--- config.mk ---
export PLATFORM = sky130hd
export DESIGN_NAME = input_sync_debounce
export DESIGN_NICKNAME = d
export VERILOG_FILES = /design/src/rtl/input_sync_debounce.sv
export SDC_FILE = /design/constraint.sdc
export NUM_CORES = 1
export LEC_CHECK = 0
export CORE_MARGIN = 3
export CORE_UTILIZATION = 50
export CTS_BUF_LIST = sky130_fd_sc_hd__clkbuf_2 sky130_fd_sc_hd__clkbuf_4 sky130_fd_sc_hd__clkbuf_8
export DETAILED_ROUTE_END_ITERATION = 8
export PLACE_DENSITY = 0.74
export SETUP_SLACK_MARGIN = 0.1
export SLEW_MARGIN = 20
export SYNTH_ARGS = -nofsm -noshare
export SYNTH_HDL_FRONTEND = slang
export SYNTH_SLANG_ARGS = --single-unit
--- constraint.sdc ---
create_clock -name clk -period 4 [get_ports clk]
set_input_delay 0.8 -clock clk [delete_from_list [all_inputs] [get_ports clk]]
set_output_delay 0.8 -clock clk [all_outputs]
set_load 0.01 [all_outputs]
--- src/rtl/input_sync_debounce.sv ---
// ---------------------------------------------------------------------------
// input_sync_debounce
//
// Purpose:
//   Multi-channel conditioner for push-buttons and switches. Every channel
//   runs its asynchronous pin through an N-flop synchroniser, a debounce
//   counter and a registered level/edge-pulse stage. Channels share nothing
//   but the clock and reset.
//
// Parameters:
//   WIDTH           - number of independent channels
//   SYNC_STAGES     - synchroniser depth per channel (2..4)
//   DEBOUNCE_CYCLES - consecutive stable cycles needed to change the level
//                     (>= 1; 1 disables filtering)
//   CNT_W           - debounce counter width, 2**CNT_W >= DEBOUNCE_CYCLES
//
// Ports:
//   clk        in   system clock, rising edge
//   rst        in   synchronous active-high reset
//   din        in   [WIDTH]   raw asynchronous pins
//   edge_sel   in   [2*WIDTH] per-channel edge mode, bits [2i+1:2i]:
//                   00 rise, 01 fall, 10 both, 11 none (quasi-static)
//   level_out  out  [WIDTH]   debounced level
//   pulse_out  out  [WIDTH]   one-clock pulse on a selected level change
//   any_pulse  out  OR of pulse_out, registered alongside it
//   toggle_out out  [WIDTH]   push-on/push-off state, flips with each pulse
//                   (present only when INPUT_SYNC_TOGGLE_EN is defined)
//
// Optional feature macro: INPUT_SYNC_TOGGLE_EN
// ---------------------------------------------------------------------------
module input_sync_debounce #(
    parameter int WIDTH           = 4,
    parameter int SYNC_STAGES     = 2,
    parameter int DEBOUNCE_CYCLES = 16,
    parameter int CNT_W           = 5
) (
    input  logic                 clk,
    input  logic                 rst,
    input  logic [WIDTH-1:0]     din,
    input  logic [2*WIDTH-1:0]   edge_sel,
    output logic [WIDTH-1:0]     level_out,
    output logic [WIDTH-1:0]     pulse_out,
`ifdef INPUT_SYNC_TOGGLE_EN
    output logic [WIDTH-1:0]     toggle_out,
`endif
    output logic                 any_pulse
);

    // Terminal count: a mismatch seen while the counter sits here commits.
    localparam logic [CNT_W-1:0] CNT_MAX = CNT_W'(DEBOUNCE_CYCLES - 1);

    logic [WIDTH-1:0] w_level;
    logic [WIDTH-1:0] w_pulse_next;
    logic [WIDTH-1:0] r_pulse;
    logic             r_any;

    generate
        for (genvar gi = 0; gi < WIDTH; gi++) begin : g_chan
            logic [SYNC_STAGES-1:0] r_sync;
            logic [CNT_W-1:0]       r_cnt;
            logic                   r_level;
            logic                   w_sync;
            logic                   w_mismatch;
            logic                   w_commit;
            logic                   w_edge_ok;
            logic [1:0]             w_sel;

            assign w_sync     = r_sync[SYNC_STAGES-1];
            assign w_mismatch = (w_sync != r_level);
            assign w_commit   = w_mismatch && (r_cnt == CNT_MAX);
            assign w_sel      = edge_sel[2*gi +: 2];

            // Edge qualification looks at the level being committed (w_sync),
            // so the pulse lines up with the level_out change.
            always_comb begin
                w_edge_ok = 1'b0;
                case (w_sel)
                    2'b00:   w_edge_ok = w_sync;
                    2'b01:   w_edge_ok = ~w_sync;
                    2'b10:   w_edge_ok = 1'b1;
                    default: w_edge_ok = 1'b0;
                endcase
            end

            assign w_pulse_next[gi] = w_commit && w_edge_ok;
            assign w_level[gi]      = r_level;

            // Synchroniser: s[0] captures the pin, the last stage is the
            // first one considered safe to use.
            always_ff @(posedge clk) begin
                if (rst) begin
                    r_sync <= '0;
                end else begin
                    r_sync <= {r_sync[SYNC_STAGES-2:0], din[gi]};
                end
            end

            // Debounce: any return to the current level restarts the count,
            // so the counter is bounded by CNT_MAX and cannot wrap.
            always_ff @(posedge clk) begin
                if (rst) begin
                    r_cnt   <= '0;
                    r_level <= 1'b0;
                end else if (!w_mismatch) begin
                    r_cnt <= '0;
                end else if (w_commit) begin
                    r_cnt   <= '0;
                    r_level <= w_sync;
                end else begin
                    r_cnt <= r_cnt + CNT_W'(1);
                end
            end
        end
    endgenerate

    // Pulses and their OR are registered in parallel so any_pulse is
    // cycle-aligned with pulse_out.
    always_ff @(posedge clk) begin
        if (rst) begin
            r_pulse <= '0;
            r_any   <= 1'b0;
        end else begin
            r_pulse <= w_pulse_next;
            r_any   <= |w_pulse_next;
        end
    end

    assign level_out = w_level;
    assign pulse_out = r_pulse;
    assign any_pulse = r_any;

`ifdef INPUT_SYNC_TOGGLE_EN
    logic [WIDTH-1:0] r_toggle;

    // Flips on the same edge that raises pulse_out.
    always_ff @(posedge clk) begin
        if (rst) begin
            r_toggle <= '0;
        end else begin
            r_toggle <= r_toggle ^ w_pulse_next;
        end
    end

    assign toggle_out = r_toggle;
`endif

endmodule

==> out/metrics.cfg, run 1 <==
[power]
seqPwrFrac_pct = 55.4
comb_power_share_pct = 4.1
power_density_nw_per_um2 = 391
intPower_mw = 0.539
total_power_mw = 0.678
p_leak_nw = 0.665
p_sw_mw = 0.139
ir_drop_mv = 0.310
p_clk_share_pct = 40.4
switching_share_pct = 20.5

[yosys]
yosysMostFrequentCell = dfxtp_1
yosysUniqueCellTypes = 17
seq_area_frac_synth_pct = 51.9
ys_dominant_reg_cell = dfxtp_1
synth_cells = 142
synth.top_cell.area_share_pct = 51.9
syn_avg_cell_area_um2 = 10.1
synth_top_cell_by_area = dfxtp_1
synth_warnings = 0
synth_commonest_cells = dfxtp_1, nor2_1, nor2b_1
synthesis.nets = 164
synth-seq-cells = 37
synth-simple-area-share_pct = 20.5
synth_top_family_by_area = simple AND/OR/NAND/NOR gates
synth_area_leaders = dfxtp_1, nor2_1, ha_1, nor2b_1, xor2_1
synth_edf_count = 0
synthAdderAreaFrac_pct = 7.01
synthMuxAreaShare_pct = 2.80
syn_area_um2 = 1430
synth_compound_gate_area_share_pct = 3.77
synthXorXnorAreaFrac_pct = 8.59
async_flop_share_pct = 0

[routing]
dr_total_vias = 961
drt_iter0_drc = 32
drt_first_pass_iters = 4
post-route-drc-count = 0
vias_per_cell = 4.90
wl_um = 2180
antenna_left = 0
wire_per_inst_um = 11.1

[clock_network]
h-tree-depth = 2
cts_tree = done
cts.sinks = 37
clk_latency_ns = 0.35
postCtsHoldBufs = 0
clk_path_buf_depth = 2
post-cts-setup-buffers = 0
cts_resized = 0
cts_made_buffers = 5
clk_pin_slew_worst_paths_ns = 0.12
cts_root_buf = clkbuf_4

[layout]
area_delta_synth_final_pct = 21.5
drive_gt1_share_pct = 7.23
fillCellCount = 203
finalNetCount = 187
diodes = 0

[floorplanning]
die_y_um = 59.4
die_w_um = 59.4
die-area_um2 = 3530
rows = 18
initial_core_util_pct = 55.1
core-area_um2 = 2590
ios = 23

[place]
io_buffer_count = 22
hpwl_um = 1650
place_congestion = 0.717

[run_status]
status = finished clean

[worst_setup_path]
crit_path_max_fanout = 5
worst-path-buf-inv = 1
worstSetupStartpointType = register
ff2ff_path_depth = 6
path_class = reg2out
crit_slowest_cell = clkdlybuf4s50_1
reg2reg_to = any_pulse$_SDFF_PP0_
r2r-start = g_chan[2].r_cnt[0]$_SDFF_PP0_
cp.arrival_ns = 1.34
crit_cells = 1
end_kind = output pin
critPathRequiredTime_ns = 3.20
critPathMaxStageDelay_ns = 0.57
path_delay_family = buffers and inverters
rrSetupSlack_ns = 2.19
path_cells = clkdlybuf4s50_1

[worst_hold_path]
min_path_type = reg2reg
hp-start = g_chan[2].r_sync[0]$_SDFF_PP0_
min_to = g_chan[2].r_sync[1]$_SDFF_PP0_
hold_depth = 1

[timing]
slew_viol_final = 0
maxSlewHeadroom_pct = 54.3
fin_crit_sh_pct = 53.4
tns_ns = 0
hold_viol = 0
setup_viol = 0
max_freq_mhz = 468
min_period_ns = 2.14
rsz0062_at_grt = no
final.setup_skew_ns = 0.0133
worst_slew_pin_slew_ns = 0.683

[global_route]
grt_overflow = 0
grt_use_total_pct = 13.8
grt_max_degree = 22
grt_pass1_wl_um = 3510
first_global_vias = 895
antenna_found_initial = 0

[job]
max-cap-violations = 0

## per-stage QoR
stage                     utilization, %  cell area (µm²)  instances  setup slack [ns]  hold slack (ns)
after floorplan                        -             1430        142              2.43            0.414
after global placement              63.5             1650        188              1.74            0.419
after detailed placement            63.5             1650        188              1.67            0.429
after CTS                           67.0             1730        196              1.84            0.442
after global routing                67.0             1730        196              1.79            0.465
final                               67.0             1730        196              1.86            0.438
## routing by layer
layer	track usage, %	wire length (µm)
met5	0	0
met4	9.71	52
met3	3.92	130
met2	22.9	1020
met1	14.9	970
## state kept, by name, summed over array words and instances, names as in the netlist
name	count
pulse_out	4
any_pulse	1
g_chan.r_cnt	20
g_chan.r_level	4
g_chan.r_sync	8
## placed cells by master, fill, tap and decap left out
cell,instances
nand3_1,4
dfxtp_1,37
o21ai_1,2
nor2b_1,14
mux2i_1,4
inv_1,10
clkinvlp_4,1
and3_1,4
clkdlybuf4s50_1,22
a32oi_1,2
bufinv_16,1
nor2_1,30
clkbuf_4,5
ha_1,8
xnor2_1,6
xor2_1,8
clkbuf_8,1
and4bb_2,2
or3_4,2
a41oi_1,3
## logic make-up (layout without fill, tap and decap cells)
family	count (synthesis)	in the layout
xor gates and xnor gates	14	14
adders and majority gates	8	8
and+or+nand+nor	56	56
DFF	37	37
AOI/OAI and AO/OA	7	7
buffers and inverters	16	40
muxes	4	4
## how the worst max path moves through the flow
stage                              startpoint                            end  slack (ns)
2_1_floorplan   g_chan[2].r_cnt[0]$_SDFF_PP0_           any_pulse$_SDFF_PP0_        2.43
3_3_place_gp                              rst  g_chan[3].r_cnt[2]$_SDFF_PP0_        1.74
3_5_place_dp                              rst  g_chan[2].r_cnt[2]$_SDFF_PP0_        1.67
4_1_cts        g_chan[3].r_level$_SDFFE_PP0P_                   level_out[3]        1.84
5_1_grt        g_chan[2].r_level$_SDFFE_PP0P_                   level_out[2]        1.79
6_report       g_chan[2].r_level$_SDFFE_PP0P_                   level_out[2]        1.86
## power groups by stage
stage / combinational, mW / sequential, mW / clock (mW)
2_1_floorplan: 0.0130 / 0.384 / 0
3_3_place_gp: 0.0275 / 0.384 / 0
3_5_place_dp: 0.0283 / 0.384 / 0
4_1_cts: 0.0285 / 0.376 / 0.280
5_1_grt: 0.0309 / 0.377 / 0.292
6_report: 0.0281 / 0.376 / 0.274
## layout make-up
type | instances | area (µm²) | share of cell area, %
Inverter | 10 | 37.5 | 2.16
Multi-Input combinational cell | 89 | 609 | 35.1
Clock inverter | 2 | 37.5 | 2.16
Tap cell | 30 | 37.5 | 2.16
Clock buffer | 6 | 51.3 | 2.96
Sequential cell | 37 | 741 | 42.7
Timing Repair Buffer | 22 | 220 | 12.7
No activity file was read; power rests on OpenSTA's default activity.
==> inputs of run 2 (changes only) <==
clock period = 2.2 ns   (was 4 ns; I/O delays follow)
==> out/metrics.cfg, run 2 (synthesis gave the netlist of run 1 again) <==
[routing]
vias_per_cell = 4.92  ; was 4.90
antenna_left = 0  ; unchanged
post-route-drc-count = 0  ; unchanged
drt_first_pass_iters = 4  ; unchanged
wl_um = 2200  ; was 2180 µm
dr_total_vias = 965  ; was 961
wire_per_inst_um = 11.2  ; was 11.1 µm
drt_iter0_drc = 34  ; was 32

[layout]
multi_input_area_um2 = 609  ; unchanged
diodes = 0  ; unchanged
largest_reg_flops = 20  ; unchanged
area_delta_synth_final_pct = 19.9  ; was 21.5%
drive_gt1_share_pct = 7.23  ; unchanged
final_area_um2 = 1710  ; was 1730 µm²
finalNetCount = 188  ; was 187
fillCellCount = 215  ; was 203
reg_top3 = g_chan.r_cnt (20), g_chan.r_sync (8)  ; unchanged
top_register = g_chan.r_cnt  ; unchanged
final-seq-area_um2 = 741  ; unchanged
finalCoreUtilization_pct = 66.1  ; was 67.0%
final_cell_mix = dfxtp_1, nor2_1, clkdlybuf4s50_1  ; unchanged
layout_commonest_cell = dfxtp_1  ; unchanged

[timing]
maxSlewHeadroom_pct = 74.7  ; was 54.3%
worst_slew_pin_slew_ns = 0.378  ; was 0.683 ns
final.setup_skew_ns = 0.00701  ; was 0.0133 ns
hold_viol = 0  ; unchanged
max_freq_mhz = 565
whs_ns = 0.442  ; was 0.438 ns
fin_crit_sh_pct = 80.4
slew_viol_final = 0  ; unchanged
tns_ns = 0  ; unchanged
rsz0062_at_grt = no  ; unchanged
setup_viol = 0  ; unchanged
min_period_ns = 1.77

[job]
max-cap-violations = 0  ; unchanged

[worst_setup_path]
critPathMaxStageDelay_ns = 0.57  ; about the same
reg2reg_to = any_pulse$_SDFF_PP0_  ; unchanged
end_kind = output pin  ; unchanged
crit_path_max_fanout = 5  ; unchanged
path_cells = clkdlybuf4s50_1  ; unchanged
worstSetupStartpointType = register  ; unchanged
ff2ff_path_depth = 6  ; unchanged
worst-path-buf-inv = 1  ; unchanged
path_delay_family = buffers and inverters  ; unchanged
cp.arrival_ns = 1.33  ; was 1.34 ns
rrSetupSlack_ns = 0.46  ; was 2.19 ns
crit_slowest_cell = clkdlybuf4s50_1  ; unchanged
critPathRequiredTime_ns = 1.76  ; was 3.20 ns
path_class = reg2out  ; unchanged
r2r-start = g_chan[2].r_cnt[0]$_SDFF_PP0_  ; unchanged

[power]
power_density_nw_per_um2 = 642  ; was 391 nW/µm²
p_leak_nw = 0.660  ; was 0.665 nW
ir_drop_mv = 0.486  ; was 0.310 mV

[worst_hold_path]
min_path_type = reg2reg  ; unchanged
min_to = g_chan[3].r_sync[1]$_SDFF_PP0_  ; was g_chan[2].r_sync[1]$_SDFF_PP0_
hold_depth = 1  ; unchanged
hp-start = g_chan[3].r_sync[0]$_SDFF_PP0_  ; was g_chan[2].r_sync[0]$_SDFF_PP0_

[place]
io_buffer_count = 22  ; unchanged
placed_area_um2 = 1650  ; about the same
hpwl_um = 1680  ; was 1650 µm
place_congestion = 0.673  ; was 0.717

[global_route]
first_global_vias = 978  ; was 895
antenna_found_initial = 0  ; unchanged
grt_max_degree = 12  ; was 22
grt_use_total_pct = 15.8  ; was 13.8%
grt_pass1_wl_um = 4030  ; was 3510 µm
grt_overflow = 0  ; unchanged

[clock_network]
post-cts-setup-buffers = 0  ; unchanged
h-tree-depth = 2  ; unchanged
clk_latency_ns = 0.34  ; was 0.35 ns
cts_resized = 0  ; unchanged
cts.sinks = 37  ; unchanged
cts_root_buf = clkbuf_4  ; unchanged
cts_tree = done  ; unchanged
cts_made_buffers = 5  ; unchanged
clk_pin_slew_worst_paths_ns = 0.10  ; was 0.12 ns
postCtsHoldBufs = 0  ; unchanged
clk_path_buf_depth = 2  ; unchanged

[floorplanning]
die_y_um = 59.4  ; unchanged
die-area_um2 = 3530  ; unchanged
core-area_um2 = 2590  ; unchanged
rows = 18  ; unchanged
ios = 23  ; unchanged
initial_core_util_pct = 55.1  ; unchanged
die_w_um = 59.4  ; unchanged

[run_status]
status = finished clean  ; unchanged

run 2: cell count changes in the layout (fill, tap and decap cells not counted), sizes merged:
| cell | delta |
|---|---|
| clkinvlp | -1 |
| bufinv | -1 |
| buf | +1 |
| clkbuf | +1 |
run 2: per-stage QoR:
step | power [mW] | cells | worst slack [ns]
floorplan | 0.721 | 142 | 0.633
global placement | 0.750 | 189 | 0.517
detailed placement | 0.752 | 189 | 0.481
CTS | 1.12 | 196 | 0.403
global route | 1.15 | 196 | 0.336
finish | 1.10 | 196 | 0.432
run 2: where the power goes:
group	internal (mW)	total, mW	switching (mW)
clock	0.163	0.364	0.201
sequential	0.678	0.683	0.00486
combinational	0.0331	0.0526	0.0195
run 2: area by class of cell:
cell class	instances	share of cell area [%]
Multi-Input combinational cell	89	35.6
Clock buffer	7	3.44
Timing Repair Buffer	23	13.3
Sequential cell	37	43.3
Inverter	10	2.19
Tap cell	30	2.19
run 2: worst max-delay path by stage:
stage                                         from  slack [ns]                    to  cells after the start
floorplan            g_chan[2].r_cnt[0]$_SDFF_PP0_        0.63  any_pulse$_SDFF_PP0_                      6
global placement     g_chan[2].r_cnt[0]$_SDFF_PP0_        0.52  any_pulse$_SDFF_PP0_                      6
detailed placement   g_chan[2].r_cnt[0]$_SDFF_PP0_        0.48  any_pulse$_SDFF_PP0_                      6
CTS                 g_chan[3].r_level$_SDFFE_PP0P_        0.40          level_out[3]                      1
global route         g_chan[2].r_cnt[0]$_SDFF_PP0_        0.34  any_pulse$_SDFF_PP0_                      6
finish              g_chan[3].r_level$_SDFFE_PP0P_        0.43          level_out[3]                      1
run 2: layer usage:
metal / vias to the layer above / GRT usage [%] / part of all wire [%]
met2: 24 / 24.8 / 45
met5: - / 0 / 0
met4: 0 / 8.74 / 3.1
li1: 503 / - / -
met1: 431 / 17.7 / 45
met3: 7 / 6.97 / 6.7
